## config.mk

```make
export PLATFORM = sky130hd
export DESIGN_NAME = regfile_sb
export DESIGN_NICKNAME = d
export VERILOG_FILES = /design/src/rtl/core_pkg.sv /design/src/rtl/rf_scoreboard.sv /design/src/rtl/regfile_sb.sv
export SDC_FILE = /design/constraint.sdc
export NUM_CORES = 2
export LEC_CHECK = 0
export ABC_CLOCK_PERIOD_IN_PS = 6400
export BUFFER_PORTS_ARGS = -buffer_cell sky130_fd_sc_hd__buf_4
export CAP_MARGIN = 20
export CORE_ASPECT_RATIO = 0.7
export CORE_MARGIN = 1.5
export CORE_UTILIZATION = 30
export CTS_BUF_LIST = sky130_fd_sc_hd__clkbuf_4 sky130_fd_sc_hd__clkbuf_8 sky130_fd_sc_hd__clkbuf_16
export DETAILED_ROUTE_END_ITERATION = 6
export PLACE_DENSITY = 0.48
export SYNTH_ARGS = -nofsm -noshare
export SYNTH_HDL_FRONTEND = slang
export SYNTH_SLANG_ARGS = --single-unit
```

## constraint.sdc

```tcl
create_clock -name clk -period 6.4 [get_ports clk]
set_clock_uncertainty 0.15 [all_clocks]
set_input_delay 0.64 -clock clk [delete_from_list [all_inputs] [get_ports clk]]
set_output_delay 0.64 -clock clk [all_outputs]
set_load 0.02 [all_outputs]
```

## src/rtl/core_pkg.sv

```systemverilog
// Shared core definitions: default widths, the hard-wired zero register index
// and the register-address type used by the register file.
package core_pkg;

    localparam int XLEN_DEF = 32;
    localparam int NREG_DEF = 32;
    localparam int REG_ZERO = 0;

    typedef logic [$clog2(NREG_DEF)-1:0] regaddr_t;

endpackage : core_pkg

```

## src/rtl/rf_scoreboard.sv

```systemverilog
// Per-register busy scoreboard for multi-cycle loads.
// A load issue sets busy for its destination and a load writeback clears it.
// When both hit the same register, the issue wins because a newer load has
// overtaken the completing one. Register 0 is never busy. The busy count is a
// registered popcount of the next-state vector, so it tracks the busy vector
// with no extra lag.
module rf_scoreboard
    import core_pkg::*;
#(
    parameter  int NREG = NREG_DEF,
    localparam int AW   = $clog2(NREG)
) (
    input  logic            clk,
    input  logic            rst_n,
    input  logic            i_issue_ld,
    input  logic [AW-1:0]   i_issue_rd,
    input  logic            i_we1,
    input  logic [AW-1:0]   i_wa1,
    output logic [NREG-1:0] o_busy,
    output logic [AW:0]     o_busy_cnt
);

    logic [NREG-1:0] r_busy;
    logic [AW:0]     r_busy_cnt;
    logic [NREG-1:0] w_busy_nxt;
    logic [AW:0]     w_cnt_nxt;

    // Next busy state per register: set has priority over clear, x0 is pinned to 0.
    always_comb begin
        w_busy_nxt    = r_busy;
        w_busy_nxt[0] = 1'b0;
        for (int i = 1; i < NREG; i++) begin
            if (i_issue_ld && (i_issue_rd == AW'(i))) begin
                w_busy_nxt[i] = 1'b1;
            end else if (i_we1 && (i_wa1 == AW'(i))) begin
                w_busy_nxt[i] = 1'b0;
            end else begin
                w_busy_nxt[i] = r_busy[i];
            end
        end
    end

    // Population count of the next busy vector.
    always_comb begin
        w_cnt_nxt = '0;
        for (int i = 0; i < NREG; i++) begin
            w_cnt_nxt = w_cnt_nxt + (AW+1)'(w_busy_nxt[i]);
        end
    end

    // Busy vector and busy count state; reset drops every pending load.
    always_ff @(posedge clk) begin
        if (!rst_n) begin
            r_busy     <= '0;
            r_busy_cnt <= '0;
        end else begin
            r_busy     <= w_busy_nxt;
            r_busy_cnt <= w_cnt_nxt;
        end
    end

    assign o_busy     = r_busy;
    assign o_busy_cnt = r_busy_cnt;

endmodule : rf_scoreboard

```

## src/rtl/regfile_sb.sv

```systemverilog
// RV32 register file: two combinational read ports, two synchronous write
// ports (ALU on port 0, load unit on port 1) with port 0 winning on a
// same-address collision, optional write-to-read bypass, and a busy
// scoreboard for outstanding loads.
module regfile_sb
    import core_pkg::*;
#(
    parameter  int XLEN   = XLEN_DEF,
    parameter  int NREG   = NREG_DEF,
    parameter  int BYPASS = 1,
    localparam int AW     = $clog2(NREG)
) (
    input  logic            clk,
    input  logic            rst_n,
    input  logic [AW-1:0]   rs1,
    input  logic [AW-1:0]   rs2,
    output logic [XLEN-1:0] rdata1,
    output logic [XLEN-1:0] rdata2,
    output logic            busy1,
    output logic            busy2,
    input  logic            we0,
    input  logic [AW-1:0]   wa0,
    input  logic [XLEN-1:0] wd0,
    input  logic            we1,
    input  logic [AW-1:0]   wa1,
    input  logic [XLEN-1:0] wd1,
    input  logic            issue_ld,
    input  logic [AW-1:0]   issue_rd,
    output logic [AW:0]     busy_cnt
);

    localparam logic [AW-1:0] ZERO_ADDR = AW'(REG_ZERO);

    logic [XLEN-1:0] r_regs [NREG];
    logic [NREG-1:0] w_busy;
    logic [XLEN-1:0] w_rdata1;
    logic [XLEN-1:0] w_rdata2;
    logic            w_busy1;
    logic            w_busy2;
    logic            w_fwd_en;

    assign w_fwd_en = (BYPASS != 0);

    rf_scoreboard #(
        .NREG (NREG)
    ) u_scoreboard (
        .clk        (clk),
        .rst_n      (rst_n),
        .i_issue_ld (issue_ld),
        .i_issue_rd (issue_rd),
        .i_we1      (we1),
        .i_wa1      (wa1),
        .o_busy     (w_busy),
        .o_busy_cnt (busy_cnt)
    );

    // Register storage: port 1 first, then port 0, so port 0 wins a collision; x0 stays 0.
    always_ff @(posedge clk) begin
        if (!rst_n) begin
            for (int i = 0; i < NREG; i++) begin
                r_regs[i] <= '0;
            end
        end else begin
            if (we1 && (wa1 != ZERO_ADDR)) begin
                r_regs[wa1] <= wd1;
            end
            if (we0 && (wa0 != ZERO_ADDR)) begin
                r_regs[wa0] <= wd0;
            end
        end
    end

    // Read port 1: x0 is constant zero; same-cycle write data forwarded when enabled.
    always_comb begin
        w_rdata1 = r_regs[rs1];
        if (rs1 == ZERO_ADDR) begin
            w_rdata1 = '0;
        end else if (w_fwd_en && we0 && (wa0 == rs1)) begin
            w_rdata1 = wd0;
        end else if (w_fwd_en && we1 && (wa1 == rs1)) begin
            w_rdata1 = wd1;
        end else begin
            w_rdata1 = r_regs[rs1];
        end
    end

    // Read port 2: same rules as port 1.
    always_comb begin
        w_rdata2 = r_regs[rs2];
        if (rs2 == ZERO_ADDR) begin
            w_rdata2 = '0;
        end else if (w_fwd_en && we0 && (wa0 == rs2)) begin
            w_rdata2 = wd0;
        end else if (w_fwd_en && we1 && (wa1 == rs2)) begin
            w_rdata2 = wd1;
        end else begin
            w_rdata2 = r_regs[rs2];
        end
    end

    // Hazard flags: a load completing this cycle no longer blocks when forwarding is on.
    always_comb begin
        w_busy1 = w_busy[rs1];
        w_busy2 = w_busy[rs2];
        if (w_fwd_en && we1 && (wa1 == rs1)) begin
            w_busy1 = 1'b0;
        end else begin
            w_busy1 = w_busy[rs1];
        end
        if (w_fwd_en && we1 && (wa1 == rs2)) begin
            w_busy2 = 1'b0;
        end else begin
            w_busy2 = w_busy[rs2];
        end
    end

    assign rdata1 = w_rdata1;
    assign rdata2 = w_rdata2;
    assign busy1  = w_busy1;
    assign busy2  = w_busy2;

endmodule : regfile_sb
```

---- After elaboration in Yosys (flattened, before gate mapping) ----
Memory sizes are Yosys's and may differ from the RTL's.
Index checks and enable logic that the tools add are counted.
operators by class
  muxes and demuxes ....................... 87
  add/subtract/negate cells ............... 30
  reductions and logical operators ........ 74
  magnitude comparators ................... 2
  eq/ne operators ......................... 66
operator list
  cell                count
  $mux 32             8
  $add 6x1->6         29
  $eq 5x5->1 const B  32
  $eq 5x4->1 const B  16
  $mux 1              75
  $logic_and 1x1->1   68
  $reduce_or 32->1    2
  $eq 5x3->1 const B  8
  $eq 5x2->1 const B  4
  $eq 5x5->1          4
  $lt 5x6->1 const B  2
  $bmux 1 s5          2
  $eq 5x1->1 const B  2
  $logic_not 5->1     2
  $mux 5              2
  $reduce_bool 5->1   2
  $add 1x1->2         1
word-level totals
  logic and storage cells ................. 263
  bits in writable memories ............... 1024
  memories ................................ 1
  input bits .............................. 94
  bits in registers ....................... 38
memories
  memory  words  width  read ports  clocked after Yosys merged registers in  write ports  RTL line          text
  r_regs  32     32     2           0                                        32           regfile_sb.sv:34  logic [XLEN-1:0] r_regs [NREG];

---- Longest topological paths before layout ----
  depth after elaboration ................. 34
  depth in mapped cells ................... 24
  depth with buffers taken out ............ 22

---- By module ----
A second synthesis with hierarchy kept.
second synthesis, totals
  cell total of the unflattened synthesis .. 4462
  area total of the unflattened synthesis .. 63522.2 um^2
modules (own cells, without submodules)
  module         seq. area each (um^2)  times used  cells an instance  area each (um^2)
  regfile_sb     30749.5                1           4186               60971.0
  rf_scoreboard  740.7                  1           276                2551.2

---- Worst setup path before layout ----
Ideal clock, no wire load.
  kind .................................... input-to-reg
  start point ............................. input port we1
  end point ............................... register u_scoreboard.r_busy_cnt[4], in the netlist u_scoreboard.o_busy_cnt[4]
  setup time .............................. 0.177 ns
  stages .................................. 20
  arrival ................................. 5.902 ns
  slack ................................... 0.171 ns
  cells stage by stage .................... clkbuf_1 nand2_1 nor2_1 nand2_1 a22o_1 ha_1 inv_1 fa_1 fa_1 fa_1 fa_1 fa_1 fa_1 inv_1 ha_1 fa_1 a21o_1 a21oi_1 xor2_1 nor2_1
between the ends
  longest elaborated chain between the ends .. 33
  elaborated cells on any way between the ends .. 123
RTL lines
  element                         RTL line             text
  start, declared                 regfile_sb.sv:24     input logic we1,
  $logic_and 1x1->1               rf_scoreboard.sv:35  end else if (i_we1 && (i_wa1 == AW'(i))) begin
  $mux 1                          rf_scoreboard.sv:35
  $mux 1                          rf_scoreboard.sv:33  if (i_issue_ld && (i_issue_rd == AW'(i))) begin
  net u_scoreboard.w_busy_nxt[1]  rf_scoreboard.sv:25  logic [NREG-1:0] w_busy_nxt;
  $add 1x1->2                     rf_scoreboard.sv:47  w_cnt_nxt = w_cnt_nxt + (AW+1)'(w_busy_nxt[i]);
  $add 6x1->6 (29 in a row)       rf_scoreboard.sv:47
  end signal, assigned            rf_scoreboard.sv:58  r_busy_cnt <= w_cnt_nxt;
  end, declared                   rf_scoreboard.sv:24  logic [AW:0] r_busy_cnt;
The timed path passes the listed nets, and every way through them passes these cells.
A chain may end at the register's enable or synchronous reset.

---- Worst setup path in the final report ----
  start point ............................. input port wa1[2]
  end point ............................... register u_scoreboard.r_busy_cnt[4], in the netlist u_scoreboard.o_busy_cnt[4]
between the ends
  longest elaborated chain between the ends .. 34
  elaborated cells on any way between the ends .. 154
RTL lines
  element                         RTL line             text
  start, declared                 regfile_sb.sv:25     input logic [AW-1:0] wa1,
  $eq 5x1->1                      rf_scoreboard.sv:35
  $logic_and 1x1->1               rf_scoreboard.sv:35
  $mux 1                          rf_scoreboard.sv:35
  $mux 1                          rf_scoreboard.sv:33
  net u_scoreboard.w_busy_nxt[1]  rf_scoreboard.sv:25
  $add 1x1->2                     rf_scoreboard.sv:47
  $add 6x1->6 (29 in a row)       rf_scoreboard.sv:47
The timed path passes the listed nets, and every way through them passes these cells.

==> key figures <==
Synthesis
  – Syn Area/Cell: 12.2 sq um
  – Synth top area share: 47.6%
  – Yosys top cell by area: edfxtp_1
  – Seq/Total Area, Yosys: 48.8%
  – Number of synthesized flops with an enable pin: 1024
  – Yosys cell types: 68
  – Synth Flop Type: edfxtp_1
  – Synth top cells by count: edfxtp_1 (1024), nand2_1 (981), a22o_1 (553)
  – Top-count cell post-synth: edfxtp_1
  – YS warnings: 0
  – Top cells by area, synth: edfxtp_1 (48%), mux4_2 (19%), a22o_1 (7.5%)
  – Fraction of registers with async set/reset: 0%
  – Syn Std Cell Area: 0.0646 sq mm
  – Flops & latches, synth: 1061
  – Mapped Cells: 5279

Route
  – Routed Wire Length: 320000 um
  – Vias/cell: 6.45
  – WL/cell: 39.7 um
  – First-pass DRT Iterations: 6
  – Remaining antenna violation count: 0
  – DRC: 0
  – Initial drt markers: 8690
  – Routed via count: 52.0k

Finish
  – Share of cells above drive strength 1: 24.3%
  – P&R area growth vs syn: 12.4%
  – Fillers: 20.9k
  – Nets: 5193

STA
  – Slew Limit Fails: 0
  – Tmin final: 5.82 ns
  – Final hold slack: 0.192 ns
  – Final Hold Vio Count: 0
  – Fmax achieved: 0.172 GHz
  – Setup_tns: 0 ns
  – Worst slew margin relative to its limit: 21.6%
  – Period utilization: 90.9%
  – RSZ-0062 raised after global routing: no
  – Setup violations, final: 0
  – Tightest Pin Transition: 1.18 ns

Place
  – Global placer's final weighted congestion: 0.887
  – HPWL Detailed: 182000 um
  – I/O Buffers: 165

Power
  – Flop pwr share: 45.8%
  – Int Pwr: 0.0128 W
  – Worst IR Drop VDD: 0.000221 V
  – P_leak: 24.4 nW
  – Psw: 0.00517 W
  – P per Cell Area: 248 mW/mm^2
  – Switching Fraction: 28.7%
  – Total power: 0.0180 W
  – Clock share of power: 38.3%
  – Combinational power share: 16.0%

Global routing
  – Vias in the first global route: 48.4k
  – Initial antenna violation count: 18
  – Pin count of the biggest net entering global routing: 91
  – Overflow after GRT: 0
  – Gr usage total: 28.6%
  – First-pass GRT wire length: 428000 um

Worst setup path
  – Worst Setup End Kind: register
  – Most frequent CP cell: fa_1
  – CP Class: input pin to register
  – Largest fanout on the critical path: 4
  – WP depth: 19
  – Bufs and invs on worst path: 3
  – CP peak stage delay: 0.57 ns
  – Slowest CP cell: nor3_1
  – CP Data Arrival Time: 6.33 ns
  – Reg2Reg Depth: 16
  – Req. time, crit path: 6.92 ns
  – Critical path cell sequence: buf_4, nor3_1, nand2_1, a22o_1, ha_1, inv_1, fa_1, fa_1, fa_1, fa_1, fa_1, fa_1, inv_1, ha_1, fa_1, a21o_1, a21oi_1, xor2_1, nor2_1
  – Crit start category: input pin
  – Worst path top cell family by delay: adder cells

Floorplanning
  – Core ar.: 0.214 sq mm
  – Die width: 558 um
  – Die Y: 391 um
  – Placement row count: 142
  – Die area: 0.218 sq mm
  – Starting Density: 30.2%
  – Io pins: 166

Clock network
  – CTS root buf: clkbuf_16
  – Post-CTS Hold Fix Bufs: 0
  – Sink Count: 1061
  – # resized after CTS: 0
  – Clk buf depth: 3
  – # H-tree levels: 3
  – Worst-skew pair later-pin latency: 0.80 ns
  – TritonCTS clock tree: done
  – Worst-path clk slew: 0.07 ns
  – Post CTS Setup Buffer Count: 0
  – Num CTS Buffers: 117

Min path
  – Min-delay worst type: input pin to register
  – Hold Path Stages: 2

Run status
  – Status: completed

Job
  – Max Cap Viol: 0
cell type report:
type                       instances  area, sq um  share of cell area (%)
antenna                           12         30.0                  0.0414
clock buffer                     139         3130                    4.31
clock inverter                    76          571                   0.786
inverter                          40          153                   0.210
multi-input combinational       3471        30400                    41.9
sequential                      1061        31500                    43.4
tap                             2880         3600                    4.97
timing repair buffer             376         3200                    4.41
cell families after synthesis:
| logic type | synth area share, % |
|---|---|
| mux | 21.7 |
| other cells | 0.00581 |
| simple gates | 9.77 |
| xor+xnor | 0.298 |
| compound gates | 13.3 |
| flops | 48.8 |
| buf+inv | 5.19 |
| fa+ha+maj | 0.887 |
through the flow:
stage	util, %	instance area, sq um	worst slack [ns]	cells
global route	33.9	72600	0.446	8050
CTS	33.9	72500	0.646	8042
finish	33.9	72600	0.584	8055
floorplan	-	64700	0.171	5310
global placement	32.1	68700	-0.0860	7820
detailed placement	32.2	68800	-0.164	7827
cells in the final DEF (no fill, tap or decap), types with 38 or more instances in the layout:
cell / count
nand2_1: 981
nand3_1: 197
a21oi_1: 52
clkbuf_16: 119
mux2i_1: 136
mux2_2: 60
nor2_4: 62
nor3_1: 39
edfxtp_1: 1024
inv_1: 38
a22o_1: 553
mux4_2: 533
o21ai_0: 309
nor2_1: 65
a22oi_1: 52
buf_4: 343
metal layers:
metal	up-vias	part of all wire, %	GRT usage (%)	wire [um]
met5	-	0.065	0.555	209
met4	10	5.2	12.8	16500
met3	852	14	10.2	43700
met2	4333	42	40.8	134000
met1	26700	39	38.7	125000
li1	20100	-	-	-
flip-flops by register name, indices dropped and copies added, names as in the netlist:
signal                   flops
r_regs                    1024
u_scoreboard.o_busy_cnt      6
u_scoreboard.o_busy         31
power groups by stage:
stage	combinational (W)	sequential (W)	clock, W
finish	0.00287	0.00824	0.00689
global route	0.00294	0.00827	0.00717
detailed placement	0.00281	0.00837	0
global placement	0.00280	0.00835	0
CTS	0.00282	0.00822	0.00691
floorplan	0.00167	0.00829	0
final timing paths:
check	slack, ns	to	startpoint
max reg2reg	1.04	u_scoreboard.o_busy_cnt[4]	u_scoreboard.o_busy[1]
min	0.19	u_scoreboard.o_busy_cnt[5]	rst_n
min reg2reg	0.45	u_scoreboard.o_busy[13]	u_scoreboard.o_busy[13]
max	0.58	u_scoreboard.o_busy_cnt[4]	wa1[2]
Power figures use the tool's default switching activity.
